**src/rtl/mem_port_arbiter.sv**
```systemverilog
// mem_port_arbiter: shares the processor's single 16-bit memory port between
// the CPU and one DMA requester. DMA is granted the port in bounded bursts.
// The CPU is stalled while DMA owns the port. After a burst ends on its length
// limit, the CPU is guaranteed a minimum number of memory cycles.
module mem_port_arbiter #(
    parameter int MAXBURST = 4,  // 1..15 consecutive DMA cycles per burst
    parameter int CPU_MIN  = 1   // 1..15 CPU cycles after a forced burst end
) (
    input  logic        clk,
    input  logic        rst,
    // CPU side
    input  logic [15:0] c_a,
    input  logic [15:0] c_wd,
    input  logic        c_wen,
    output logic [15:0] c_rd,
    output logic        c_stall,
    // DMA side
    input  logic        d_req,
    input  logic [15:0] d_a,
    input  logic [15:0] d_wd,
    input  logic        d_wen,
    output logic        d_gnt,
    output logic [15:0] d_rd,
    output logic [15:0] xfer_count,
    // Memory side
    output logic [15:0] Ma,
    output logic [15:0] Mwd,
    output logic        Mwen,
    input  logic [15:0] Mrd
);

    typedef enum logic [0:0] {
        CPU_OWN = 1'b0,
        DMA_OWN = 1'b1
    } owner_t;

    localparam logic [3:0] BURST_LAST = 4'(MAXBURST - 1);
    localparam logic [3:0] HOLD_INIT  = 4'(CPU_MIN - 1);

    owner_t      owner_q, owner_d;
    logic [3:0]  bcnt_q,  bcnt_d;
    logic [3:0]  hcnt_q,  hcnt_d;
    logic [15:0] xfer_q,  xfer_d;
    logic        gnt_s;

    // Next-state logic for port ownership, burst length, CPU hold-off and transfer count
    always_comb begin
        owner_d = owner_q;
        bcnt_d  = bcnt_q;
        hcnt_d  = hcnt_q;
        xfer_d  = xfer_q;
        case (owner_q)
            CPU_OWN: begin
                if (hcnt_q != 4'd0) begin
                    // CPU hold-off window: DMA requests are ignored
                    hcnt_d = hcnt_q - 4'd1;
                end else if (d_req) begin
                    owner_d = DMA_OWN;
                    bcnt_d  = 4'd0;
                end else begin
                    owner_d = CPU_OWN;
                end
            end
            DMA_OWN: begin
                if (!d_req) begin
                    // Dropped request: no transfer, CPU gets the next cycle
                    owner_d = CPU_OWN;
                    hcnt_d  = 4'd0;
                end else if (bcnt_q >= BURST_LAST) begin
                    // Last cycle of a full burst still transfers
                    xfer_d  = xfer_q + 16'd1;
                    owner_d = CPU_OWN;
                    hcnt_d  = HOLD_INIT;
                end else begin
                    xfer_d = xfer_q + 16'd1;
                    bcnt_d = bcnt_q + 4'd1;
                end
            end
            default: begin
                owner_d = CPU_OWN;
                bcnt_d  = 4'd0;
                hcnt_d  = 4'd0;
            end
        endcase
    end

    // State registers with synchronous reset returning the port to the CPU
    always_ff @(posedge clk) begin
        if (rst) begin
            owner_q <= CPU_OWN;
            bcnt_q  <= 4'd0;
            hcnt_q  <= 4'd0;
            xfer_q  <= 16'd0;
        end else begin
            owner_q <= owner_d;
            bcnt_q  <= bcnt_d;
            hcnt_q  <= hcnt_d;
            xfer_q  <= xfer_d;
        end
    end

    // Port steering from the registered owner; writes are blocked during reset
    always_comb begin
        gnt_s   = (owner_q == DMA_OWN);
        d_gnt   = gnt_s;
        c_stall = gnt_s;
        c_rd    = Mrd;
        d_rd    = Mrd;
        if (gnt_s) begin
            Ma  = d_a;
            Mwd = d_wd;
        end else begin
            Ma  = c_a;
            Mwd = c_wd;
        end
        if (rst) begin
            Mwen = 1'b0;
        end else if (gnt_s) begin
            Mwen = d_wen & d_req;
        end else begin
            Mwen = c_wen;
        end
    end

    assign xfer_count = xfer_q;

endmodule

```
**config.mk**
```make
export PLATFORM = sky130hd
export DESIGN_NAME = mem_port_arbiter
export DESIGN_NICKNAME = d
export VERILOG_FILES = /design/src/rtl/mem_port_arbiter.sv
export SDC_FILE = /design/constraint.sdc
export NUM_CORES = 1
export LEC_CHECK = 0
export ABC_AREA = 0
export CAP_MARGIN = 20
export CORE_UTILIZATION = 34
export CTS_BUF_LIST = sky130_fd_sc_hd__clkbuf_16
export DETAILED_ROUTE_END_ITERATION = 10
export GPL_ROUTABILITY_DRIVEN = 1
export HOLD_SLACK_MARGIN = 0.03
export PLACE_DENSITY = 0.87
export SKIP_LAST_GASP = 1
export SLEW_MARGIN = 20
export SYNTH_ARGS = -nofsm -noshare
export SYNTH_HDL_FRONTEND = slang
export SYNTH_SLANG_ARGS = --single-unit
export TNS_END_PERCENT = 10
```
**constraint.sdc**
```tcl
create_clock -name clk -period 4.4 [get_ports clk]
set_clock_uncertainty 0.15 [all_clocks]
set_input_delay 0.88 -clock clk [delete_from_list [all_inputs] [get_ports clk]]
set_output_delay 0.88 -clock clk [all_outputs]
set_load 0.05 [all_outputs]
```
==> metrics.md <==
| Metric | Value |
|---|---|
| Remaining global-route overflow | 0 |
| Row count | 26 |
| Clock network latency to the later pin of the worst-skew pair | 260 ps |
| Syn nets | 293 |
| Placeable core area | 0.00520 sq mm |
| FF-to-FF Start | bcnt_q[0] |
| Critical-path cell list | clkdlybuf4s50_1 -> and2_1 -> nand2_1 -> a21oi_1 -> clkdlybuf4s50_1 |
| Synthesized netlist cell count | 204 |
| Maximum level of the CTS H-tree | 1 |
| Mean routed wirelength per cell | 15.4 microns |
| Resized cells post-CTS | 0 |
| CTS sink count | 25 |
| Type of element capturing the critical path | output port |
| Synth warn | 0 |
| Count of hold-fix buffers inserted at cts | 0 |
| # DRC | 0 |
| Die area | 0.00581 sq mm |
| Number of distinct library cells after synthesis | 33 |
| Pin count of the biggest net entering global routing | 28 |
| Final period utilization | 0.856 |
| Pin slew with the least headroom to its limit | 537 ps |
| Critical-path maximum fanout | 5 |
| Vias in the first global route | 1744 |
| DRC marker count from the first detailed-route iteration | 71 |
| Crit Reg-Reg Endpoint | hcnt_q[1] |
| Status | complete, no violations |
| Count of pins on the block boundary | 168 |
| Setup Fix Bufs, Post-CTS | 0 |
| Final-report hold violation count | 0 |
| Count of inserted antenna diode cells | 0 |
| Initial Util | 0.360 |
| Portion of the post-synthesis area used by sequential elements | 0.267 |
| Final layout net count | 378 |
| Hold endpoint | bcnt_q[3] |
| Worst reg2reg path depth | 4 |
| Total track usage | 0.190 |
| Mean cell area of the mapped netlist | 9.18 sq um |
| Crit start category | input port |
| Final cell utilization of the core | 0.569 |
| Type of the tightest min-delay check | reg -> reg |
| Achievable frequency | 265 MHz |
| Startpoint of the lowest-slack hold path | bcnt_q[3] |
| Reg2Reg Setup Slack | 2660 ps |
| # port buffers | 119 |
| Layout cells sized above 1 | 0.174 |
| Top FF cell, synth | sky130_fd_sc_hd__dfxtp_1 |
| Root Driver | sky130_fd_sc_hd__clkbuf_16 |
| Static leakage | 1.06 nW |
| CTS tree | yes |
| Number of cells on the worst hold path | 2 |
| Cts bufs inserted | 3 |
| Clock tree buffer depth | 2 |
| Total length of routed wires | 5530 microns |
| Required time of the worst setup path | 3370 ps |
| Sum of net half-perimeters after detailed placement | 4510 microns |
| Worst Hold Margin | 331 ps |
| Power per standard cell area | 352 mW/mm^2 |
| Post-synthesis register bit count | 25 |
| Setup TNS after final layout | 0 ps |
| Inst Count DP | 354 |
| Crit-path most repeated cell | sky130_fd_sc_hd__clkdlybuf4s50_1 |
| Type of the setup path with the least slack | in -> out |
| Max-cap violations | 0 |
| Layout overhead on the synthesized area | 58.2% |
| Antenna violations before repair | 0 |
| Total buffers and inverters traversed by the critical path | 2 |
| Max-slew violation count | 0 |
| Share of synthesized flip-flops with an asynchronous set or reset | 0 |
| Number of flops mapped to enable cells by yosys | 0 |
| Most frequent cells in the layout | sky130_fd_sc_hd__clkdlybuf4s50_1, sky130_fd_sc_hd__mux2_2, sky130_fd_sc_hd__dfxtp_1 |
| Worst EP arrival | 2740 ps |
| Critical-path top delay cell | sky130_fd_sc_hd__clkdlybuf4s50_1 |
| Final Instance Count excl. Fillers | 358 |
| Count of endpoints failing setup in the final report | 0 |
| Clock transition at the registers of the reported paths | 60 ps |
| Global-route wire length before repair | 8660 microns |
| Max transition margin | 0.641 |
| Vias per Instance | 4.67 |
| Width of the chip | 76.2 microns |
| Die span in y | 76.2 microns |
| Maximum VDD drop | 0.191 mV |
| Delay of the slowest cell on the worst path | 840 ps |
| Global placement routability congestion | 0.763 |
| Total number of vias | 1673 |
| Clock period minus worst slack | 3770 ps |
| Crit-path leading delay family | buffers and inverters |
| Total standard cell area after synthesis | 0.00187 sq mm |
| Remaining number of nets flagged by the antenna check after routing | 0 |
| Unrepaired setup endpoints after global routing | false |
| Number of iterations in the first detailed-routing pass | 4 |
| Most common cell after layout, fill and taps aside | sky130_fd_sc_hd__clkdlybuf4s50_1 |
[synthesized netlist by cell type, types with 3 or more instances]
library cell	n	area [sq um]
sky130_fd_sc_hd__xor2_1	4	35.0
sky130_fd_sc_hd__nand2_1	9	33.8
sky130_fd_sc_hd__a211oi_1	3	22.5
sky130_fd_sc_hd__buf_2	5	25.0
sky130_fd_sc_hd__ha_1	4	50.1
sky130_fd_sc_hd__xnor2_1	11	96.3
sky130_fd_sc_hd__mux2_2	32	360
sky130_fd_sc_hd__nor2_1	20	75.1
sky130_fd_sc_hd__inv_1	8	30.0
sky130_fd_sc_hd__buf_4	34	255
sky130_fd_sc_hd__dfxtp_1	25	500
sky130_fd_sc_hd__nor3_1	12	60.1
sky130_fd_sc_hd__a21oi_1	5	25.0
sky130_fd_sc_hd__clkbuf_1	3	11.3
sky130_fd_sc_hd__nand3_1	3	15.0
sky130_fd_sc_hd__nor4_2	4	50.1
[routing by layer]
metal  global-route usage  part of all wire
met5                    0                 0
met2                0.358              0.53
met4               0.0654             0.016
met1                0.202              0.38
met3               0.0503             0.075
[per-stage QoR]
step / total power, mW / instance area [sq um] / worst slack (ps)
CTS: 1.05 / 2960 / 627
floorplan: 0.733 / 1870 / 1320
detailed placement: 0.846 / 2880 / 650
global route: 1.09 / 2960 / 488
finish: 1.04 / 2960 / 632
global placement: 0.836 / 2880 / 646
[area by class of cell]
| class | count | area (sq um) |
|---|---|---|
| Tap cell | 70 | 87.6 |
| Fill cell | 460 | 2240 |
| Clock buffer | 3 | 75.1 |
| Clock inverter | 1 | 3.75 |
| Inverter | 8 | 30.0 |
| Multi-Input combinational cell | 129 | 1050 |
| Timing Repair Buffer | 122 | 1210 |
| Sequential cell | 25 | 502 |
[worst min-delay path: cells and delay by family (launching register included)]
family           cells  cell delay [ps]
AO/OA/AOI/OAI        1               40
flip-flops           1              330
AND/OR/NAND/NOR      1               70
[cell families after synthesis]
family	Yosys count	synth area share
buffers and inverters	50	0.172
adder cells (fa/ha/maj)	4	0.0267
XOR/XNOR	15	0.0701
AND/OR/NAND/NOR	61	0.202
multiplexers	32	0.192
flip-flops	25	0.267
AO/OA/AOI/OAI	17	0.0701
[how the worst max path moves through the flow]
stage	cells after the start	to	startpoint
2_1_floorplan	3	Mwen	rst
3_3_place_gp	5	Mwen	d_req
3_5_place_dp	5	Mwen	d_req
4_1_cts	5	Mwen	d_req
5_1_grt	5	Mwen	d_req
6_report	5	Mwen	d_req
[sequential cells by signal (all words and copies together), names as in the netlist]
register and flops:
bcnt_q 4, c_stall 1, hcnt_q 4, xfer_count 16
[power by group]
group	switching, mW	total (mW)	internal, mW	leakage [nW]
clock	0.0786	0.200	0.122	0.0423
sequential	0.0303	0.276	0.246	0.203
combinational	0.317	0.565	0.249	0.810
total	0.425	1.04	0.616	1.06
(Power assumes the default switching activity.)
